==> src/rtl/pipe_hazard_ctrl.sv <==
// Pipeline hazard controller: load-use stalls, branch flushes, memory-wait freeze and watchdog.
// Define PIPE_HAZARD_PERF_EN to add the stall_cnt/flush_cnt performance counters.
module pipe_hazard_ctrl #(
  parameter int unsigned WAIT_MAX = 255
) (
  input  logic       clk,
  input  logic       rst_n,
  input  logic [4:0] id_rs,
  input  logic [4:0] id_rt,
  input  logic       ex_memread,
  input  logic [4:0] ex_rt,
  input  logic       mem_branch_taken,
  input  logic       mem_wait,
  output logic       pc_write,
  output logic       ifid_write,
  output logic       ifid_flush,
  output logic       idex_bubble,
  output logic       exmem_bubble,
  output logic       pipe_en,
  output logic [1:0] state,
  output logic       timeout_err
`ifdef PIPE_HAZARD_PERF_EN
  ,
  output logic [15:0] stall_cnt,
  output logic [15:0] flush_cnt
`endif
);

  typedef enum logic [1:0] {
    ST_RUN  = 2'b00,
    ST_WAIT = 2'b01,
    ST_ERR  = 2'b10,
    ST_ILL  = 2'b11
  } stateT;

  localparam logic [7:0] WaitMax = 8'(WAIT_MAX);

  stateT      state_q, state_d;
  logic [7:0] waitCnt_q, waitCnt_d;
  logic       pendFlush_q, pendFlush_d;
  logic       timeoutErr_q, timeoutErr_d;
  logic       loadUse;
  logic       branchTerm;

  assign loadUse    = ex_memread && (ex_rt != 5'd0) && ((ex_rt == id_rs) || (ex_rt == id_rt));
  assign branchTerm = mem_branch_taken || pendFlush_q;

  always_ff @(posedge clk or negedge rst_n) begin
    if (!rst_n) begin
      state_q      <= ST_RUN;
      waitCnt_q    <= 8'd0;
      pendFlush_q  <= 1'b0;
      timeoutErr_q <= 1'b0;
    end else begin
      state_q      <= state_d;
      waitCnt_q    <= waitCnt_d;
      pendFlush_q  <= pendFlush_d;
      timeoutErr_q <= timeoutErr_d;
    end
  end

  // The counter already holds 1 on the first WAIT cycle, so it equals the length of the wait so far.
  always_comb begin
    state_d      = state_q;
    waitCnt_d    = waitCnt_q;
    pendFlush_d  = pendFlush_q;
    timeoutErr_d = timeoutErr_q;
    pc_write     = 1'b0;
    ifid_write   = 1'b0;
    ifid_flush   = 1'b0;
    idex_bubble  = 1'b0;
    exmem_bubble = 1'b0;
    pipe_en      = 1'b0;

    case (state_q)
      ST_RUN, ST_WAIT: begin
        if (mem_wait) begin
          pendFlush_d = pendFlush_q || mem_branch_taken;
          if (state_q == ST_RUN) begin
            state_d   = ST_WAIT;
            waitCnt_d = 8'd1;
          end else if (waitCnt_q >= WaitMax) begin
            state_d      = ST_ERR;
            timeoutErr_d = 1'b1;
          end else if (waitCnt_q != 8'hFF) begin
            waitCnt_d = waitCnt_q + 8'd1;
          end
        end else begin
          state_d     = ST_RUN;
          waitCnt_d   = 8'd0;
          pendFlush_d = 1'b0;
          pipe_en     = 1'b1;
          if (branchTerm) begin
            pc_write     = 1'b1;
            ifid_write   = 1'b1;
            ifid_flush   = 1'b1;
            idex_bubble  = 1'b1;
            exmem_bubble = 1'b1;
          end else if (loadUse) begin
            idex_bubble = 1'b1;
          end else begin
            pc_write   = 1'b1;
            ifid_write = 1'b1;
          end
        end
      end
      ST_ERR: begin
        ifid_flush   = 1'b1;
        idex_bubble  = 1'b1;
        exmem_bubble = 1'b1;
      end
      default: begin
        state_d     = ST_RUN;
        waitCnt_d   = 8'd0;
        pendFlush_d = 1'b0;
      end
    endcase

    // Hold the whole pipeline quiet while reset is asserted.
    if (!rst_n) begin
      pc_write     = 1'b0;
      ifid_write   = 1'b0;
      ifid_flush   = 1'b0;
      idex_bubble  = 1'b0;
      exmem_bubble = 1'b0;
      pipe_en      = 1'b0;
    end
  end

  assign state       = state_q;
  assign timeout_err = timeoutErr_q;

`ifdef PIPE_HAZARD_PERF_EN
  logic [15:0] stallCnt_q, flushCnt_q;

  always_ff @(posedge clk or negedge rst_n) begin
    if (!rst_n) begin
      stallCnt_q <= 16'd0;
      flushCnt_q <= 16'd0;
    end else begin
      if (!pc_write)  stallCnt_q <= stallCnt_q + 16'd1;
      if (ifid_flush) flushCnt_q <= flushCnt_q + 16'd1;
    end
  end

  assign stall_cnt = stallCnt_q;
  assign flush_cnt = flushCnt_q;
`endif

endmodule

==> config.mk <==
export PLATFORM = sky130hd
export DESIGN_NAME = pipe_hazard_ctrl
export DESIGN_NICKNAME = d
export VERILOG_FILES = /design/src/rtl/pipe_hazard_ctrl.sv
export SDC_FILE = /design/constraint.sdc
export NUM_CORES = 1
export LEC_CHECK = 0
export CAP_MARGIN = 10
export CORE_MARGIN = 1.5
export CORE_UTILIZATION = 49
export CTS_BUF_LIST = sky130_fd_sc_hd__clkbuf_4
export DETAILED_ROUTE_END_ITERATION = 12
export PLACE_DENSITY = 0.87
export SYNTH_ARGS = -nofsm -noshare
export SYNTH_HDL_FRONTEND = slang
export SYNTH_SLANG_ARGS = --single-unit
==> constraint.sdc <==
create_clock -name clk -period 5.1 [get_ports clk]
set_input_delay 1.53 -clock clk [delete_from_list [all_inputs] [get_ports clk]]
set_output_delay 1.53 -clock clk [all_outputs]
set_load 0.01 [all_outputs]
==> results of run 1 <==
## logic make-up (layout without fill, tap and decap cells)
kind of cell               count (synthesis)  in the layout
and+or+nand+nor                           28             28
xor gates and xnor gates                  11             11
DFF                                       12             12
adders and majority gates                  1              1
AOI/OAI and AO/OA                         29             29
buffers and inverters                      4             33
## worst paths after layout
check	startpoint	end	slack [ps]	cells after the start
worst max-delay path	ex_rt[1]	pc_write	90	5
worst min-delay path	timeout_err	timeout_err	480	1
worst max register to register	waitCnt_q[0]	waitCnt_q[0]	3530	5
worst min register to register	timeout_err	timeout_err	480	1
max in group asynchronous	rst_n	waitCnt_q[0]	3300	2
min in group asynchronous	rst_n	waitCnt_q[4]	1630	2
## layout make-up
type                       instances  share of cell area [%]
clock buffer                       3                    2.03
clock inverter                     1                   0.339
multi-input combinational         69                    42.7
sequential                        12                    27.1
tap                               16                    1.81
timing repair buffer              29                    26.0
## registers in the layout (all words and copies together) (netlist names)
name,cells
timeout_err,1
pendFlush_q,1
waitCnt_q,8
state,2
## report_power, final
group	total [mW]	switching, mW	internal, mW
registers	0.101	0.00313	0.0976
clock network	0.0612	0.0328	0.0284
logic	0.0473	0.0195	0.0278
## stage by stage
| stage | hold slack [ps] | util, % |
|---|---|---|
| floorplan | 451 | - |
| global placement | 443 | 70.9 |
| detailed placement | 460 | 70.9 |
| CTS | 480 | 72.7 |
| global route | 484 | 72.7 |
| finish | 478 | 72.7 |
## placed cells by master (no fill, tap or decap), types with 3 or more instances in the layout
master	count
o21ai_0	5
dfrtp_1	12
xor2_1	10
a21oi_1	6
clkdlybuf4s50_1	28
nor3_1	4
nor2_1	3
nand2_1	4
clkbuf_4	3
a41oi_1	3
## worst reg2reg max path: stages (launching register included)
cell	delay, ps
dfrtp_1	420
ha_1	300
nand4_2	160
or2_4	310
xnor2_1	160
o22ai_1	100
## per-layer routing
layer  track usage [%]  routed length, um  up-vias
met3              4.58                 84        7
met2              40.0               1050       20
met4              16.4                 64        0
met5                 0                  0        -
met1              28.5                806      363
li1                  -                  -      381
==> results.json, run 1 <==
{
  "status": "complete, no violations",
  "slew_headroom_pct": 74.9,
  "ys_top_cells_by_count": "dfrtp_1 (12), xor2_1 (10), a21oi_1 (6)",
  "worst_pin_slew_ps": 375,
  "synth_largest_area_cell": "dfrtp_1",
  "postCtsSetupRepairBufs": 0,
  "fp.dieH_um": 43.5,
  "fin_area_sq_mm": 0.00111,
  "crit_family": "buffers and inverters",
  "drtAntennaViolNets": 0,
  "drt-total-wl_mm": 2.00,
  "synth_top_family_by_area": "compound AO/OA/AOI/OAI gates",
  "drt_iter0_drc": 28,
  "drt_pass1_iterations": 4,
  "register_area_sq_um": 300,
  "antenna_cells": 0,
  "io_pins": 29,
  "slowest_delay_ps": 580,
  "arrival_ps": 3480,
  "setup_viol": 0,
  "area_growth_pct": 37.9,
  "stdcell_count": 130,
  "preCtsSetupSlack_ps": 111,
  "clk_pin_slew_ps": 80,
  "synth-compound-area-share_pct": 24.5,
  "route.detailed.drc": 0,
  "cp-end-kind": "primary output",
  "crit_buf_inv": 2,
  "synth_warnings": 0,
  "synth_edf_count": 0,
  "path_cells": "clkdlybuf4s50_1 -> or4_1 -> o211ai_1 -> o21a_1 -> clkdlybuf4s50_1",
  "rows": 14,
  "synth_top_area_share_pct": 37.4,
  "hold_viol_final": 0,
  "power_density_mw_per_mm2": 189,
  "layout_setup_ws_ps": 85.6,
  "synth_area_sq_um": 803,
  "required_ps": 3570,
  "fmax_mhz": 199,
  "drv_cap": 0,
  "htree_levels": 1,
  "cts_resized": 0,
  "synth.distinct_cells": 37,
  "antenna_found_initial": 0,
  "gr-total-overflow": 0,
  "worstSkewPairLatency_ps": 280,
  "gp_congestion": 0.879,
  "synthMuxAreaShare_pct": 0,
  "fin_skew_ps": 8.95,
  "grt_setup_unrepaired": "false",
  "clock_path_buffers": 2,
  "period_needed_ps": 5010,
  "layout_worst_path_cycle_share_pct": 98.3,
  "multiInputGateArea_sq_um": 473,
  "syn-num-nets": 106,
  "cp-start-kind": "input pin",
  "grt_pass1_vias": 760,
  "grt_max_degree": 14,
  "hp-class": "flop to flop",
  "die_x_um": 43.5,
  "grt_pass1_wl_mm": 3.29,
  "cpMostUsedCell": "clkdlybuf4s50_1",
  "yosysSeqAreaShare_pct": 37.4,
  "dieArea_sq_mm": 0.00189,
  "cts_root_buffer": "clkbuf_4",
  "track_usage_pct": 24.2,
  "slowest_stage": "or4_1",
  "fillCellCount": 117,
  "placed_area_sq_mm": 0.00108,
  "synthFlopType": "dfrtp_1",
  "syn_inst": 85,
  "synth_fa_ha_area_share_pct": 1.56,
  "slew_violations": 0,
  "numCtsBuffers": 3,
  "ctsHoldBuffers": 0,
  "syn_avg_cell_area_sq_um": 9.45,
  "dp_hpwl_mm": 1.60,
  "start_util_pct": 52.7,
  "yosysMostFrequentCell": "dfrtp_1",
  "critPathKind": "input pin to primary output",
  "synth_area_leaders": "dfrtp_1 (37%), xor2_1 (11%), a21oi_1 (3.7%)",
  "cts_tree": "yes",
  "async_reset_ff_share_pct": 100,
  "ir_worst_vdd_mv": 0.171,
  "synth_seq_cells": 12,
  "p_total_uw": 209,
  "fin_nets": 136,
  "io_buffers": 28,
  "synth_xor_area_share_pct": 12.0,
  "tns_ps": 0,
  "p_leak_nw": 0.443,
  "core_sq_mm": 0.00152,
  "synth-simple-area-share_pct": 20.9,
  "drive_gt1_share_pct": 9.65,
  "crit_path_max_fanout": 3,
  "dp.cells": 126,
  "wire_per_inst_um": 15.4,
  "dr_total_vias": 771,
  "drt-vias-per-instance": 5.93,
  "clkSinkCount": 12
}
Power figures use the tool's default switching activity.
==> run 2, diff against run 1 <==
--- a/config.mk
+++ b/config.mk
@@ -10,7 +10,9 @@
 export CORE_UTILIZATION = 49
 export CTS_BUF_LIST = sky130_fd_sc_hd__clkbuf_4
 export DETAILED_ROUTE_END_ITERATION = 12
+export GPL_TIMING_DRIVEN = 0
 export PLACE_DENSITY = 0.87
+export SETUP_SLACK_MARGIN = 0.3
 export SYNTH_ARGS = -nofsm -noshare
 export SYNTH_HDL_FRONTEND = slang
 export SYNTH_SLANG_ARGS = --single-unit
==> results.json, run 2 (synthesis gave the netlist of run 1 again) <==
{
  "cts_root_buffer": "clkbuf_4",
  "drt-vias-per-instance": 6.02,
  "postCtsSetupRepairBufs": 0,
  "clkSinkCount": 12,
  "io_pins": 29,
  "worstHoldStart": "timeout_err",
  "grt_pass1_wl_mm": 3.36,
  "htree_levels": 1,
  "slew_headroom_pct": 75.6,
  "wire_per_inst_um": 16.2,
  "period_needed_ps": 4680,
  "numCtsBuffers": 3,
  "utilization_pct": 74.5,
  "p_int_uw": 153,
  "switching_share_pct": 27.5,
  "arrival_ps": 3150,
  "final_common_cell": "clkdlybuf4s50_1",
  "critPathKind": "input pin to primary output",
  "cp-end-kind": "primary output",
  "status": "complete, no violations",
  "r2r_setup_slack_ps": 3490,
  "cp-start-kind": "input pin",
  "grt_max_degree": 15,
  "drive_gt1_share_pct": 14.5,
  "drtAntennaViolNets": 0,
  "power_density_mw_per_mm2": 186,
  "layout_setup_ws_ps": 417,
  "ir_worst_vdd_mv": 0.155,
  "route.detailed.drc": 0,
  "fin_skew_ps": 1.05,
  "cts_tree": "yes",
  "preCtsSetupSlack_ps": -168,
  "crit-reg2reg-capture": "waitCnt_q[0]",
  "largest_reg_flops": 8,
  "dp.cells": 129,
  "core_sq_mm": 0.00152,
  "holdPathStages": 1,
  "track_usage_pct": 24.8,
  "rr_worst_depth": 5,
  "whs_endpoint": "timeout_err",
  "drt-total-wl_mm": 2.16,
  "fp.dieH_um": 43.5,
  "antenna_found_initial": 0,
  "antenna_cells": 0,
  "start_util_pct": 52.7,
  "dr_total_vias": 800,
  "hold_viol_final": 0,
  "final_cell_mix": "clkdlybuf4s50_1 (20), dfrtp_1 (12), xor2_1 (10)",
  "grt_pass1_vias": 736,
  "io_buffers": 28,
  "stdcell_count": 133,
  "clk_pin_slew_ps": 80,
  "largest_register": "waitCnt_q",
  "crit_path_max_fanout": 3,
  "pwr-share-clk_pct": 29.7,
  "placed_area_sq_mm": 0.00110,
  "drv_cap": 0,
  "p_leak_nw": 0.484,
  "hp-class": "flop to flop",
  "slew_violations": 0,
  "setup_viol": 0,
  "worstSkewPairLatency_ps": 280,
  "fin_nets": 139,
  "p_seq_share_pct": 47.8,
  "dp_hpwl_mm": 1.64,
  "layout_worst_path_cycle_share_pct": 91.8,
  "area_growth_pct": 41.3,
  "rows": 14,
  "die_x_um": 43.5,
  "dieArea_sq_mm": 0.00189,
  "fin_area_sq_mm": 0.00113,
  "drt_pass1_iterations": 4,
  "clock_path_buffers": 2,
  "required_ps": 3570,
  "p_comb_share_pct": 22.5,
  "gr-total-overflow": 0,
  "gp_congestion": 0.839,
  "ctsHoldBuffers": 0,
  "drt_iter0_drc": 21,
  "fmax_mhz": 214,
  "worst_pin_slew_ps": 365,
  "timing.rr.start": "waitCnt_q[0]",
  "power.switching_uw": 58.1,
  "grt_setup_unrepaired": "false"
}
-- run 2: cell types whose count changed in the layout (fill, tap and decap cells not counted), sizes merged --
cell | before | now
buf | 1 | 4
clkdlybuf4s15 | 0 | 1
clkdlybuf4s50 | 28 | 20
dlygate4sd2 | 0 | 6
dlymetal6s2s | 0 | 1
-- run 2: per-layer routing --
metal,share of wire [%],vias up,GRT usage [%]
li1,-,391,-
met1,42,378,29.3
met2,53,25,43.0
met3,3.3,6,4.17
met4,2.4,0,12.7
met5,0,-,0
-- run 2: cell type report --
type	count	area [sq um]
Buffer	4	30.0
Clock inverter	1	3.75
Sequential cell	12	300
Clock buffer	3	22.5
Multi-Input combinational cell	69	482
Fill cell	128	389
Tap cell	16	20.0
Timing Repair Buffer	28	277
-- run 2: how the worst max path moves through the flow --
stage                  start           to  slack, ps  cells after the start
finish              ex_rt[1]  idex_bubble        420                      5
global route        id_rt[3]  idex_bubble        330                      6
CTS                    rst_n  idex_bubble        290                      5
detailed placement     rst_n  idex_bubble       -170                      5
global placement       rst_n  idex_bubble        -80                      5
floorplan           ex_rt[1]     pc_write       1020                      4
-- run 2: critical path: stages --
cell and delay, ps:
dlygate4sd2_1 280, or4_4 560, o211ai_1 210, o21bai_1 90, clkdlybuf4s50_1 480
-- run 2: stage by stage --
stage	hold WS [ps]	power (mW)	setup TNS (ps)
after detailed placement	452	0.151	-342
final	475	0.211	0
after global routing	482	0.218	0
after global placement	444	0.150	-132
after floorplan	451	0.122	0
after CTS	474	0.211	0
-- run 2: power groups by stage --
| stage | sequential, mW | clock [mW] | combinational (mW) |
|---|---|---|---|
| floorplan | 0.102 | 0 | 0.0199 |
| global placement | 0.102 | 0 | 0.0473 |
| detailed placement | 0.103 | 0 | 0.0489 |
| CTS | 0.101 | 0.0631 | 0.0476 |
| global route | 0.101 | 0.0655 | 0.0513 |
| finish | 0.101 | 0.0627 | 0.0475 |
-- run 2: timing repair --
item / 4_1_cts / 5_1_grt
setup endpoints to repair: 5 / 1
pin swaps: 2 / 0
resized for setup: 10 / 2
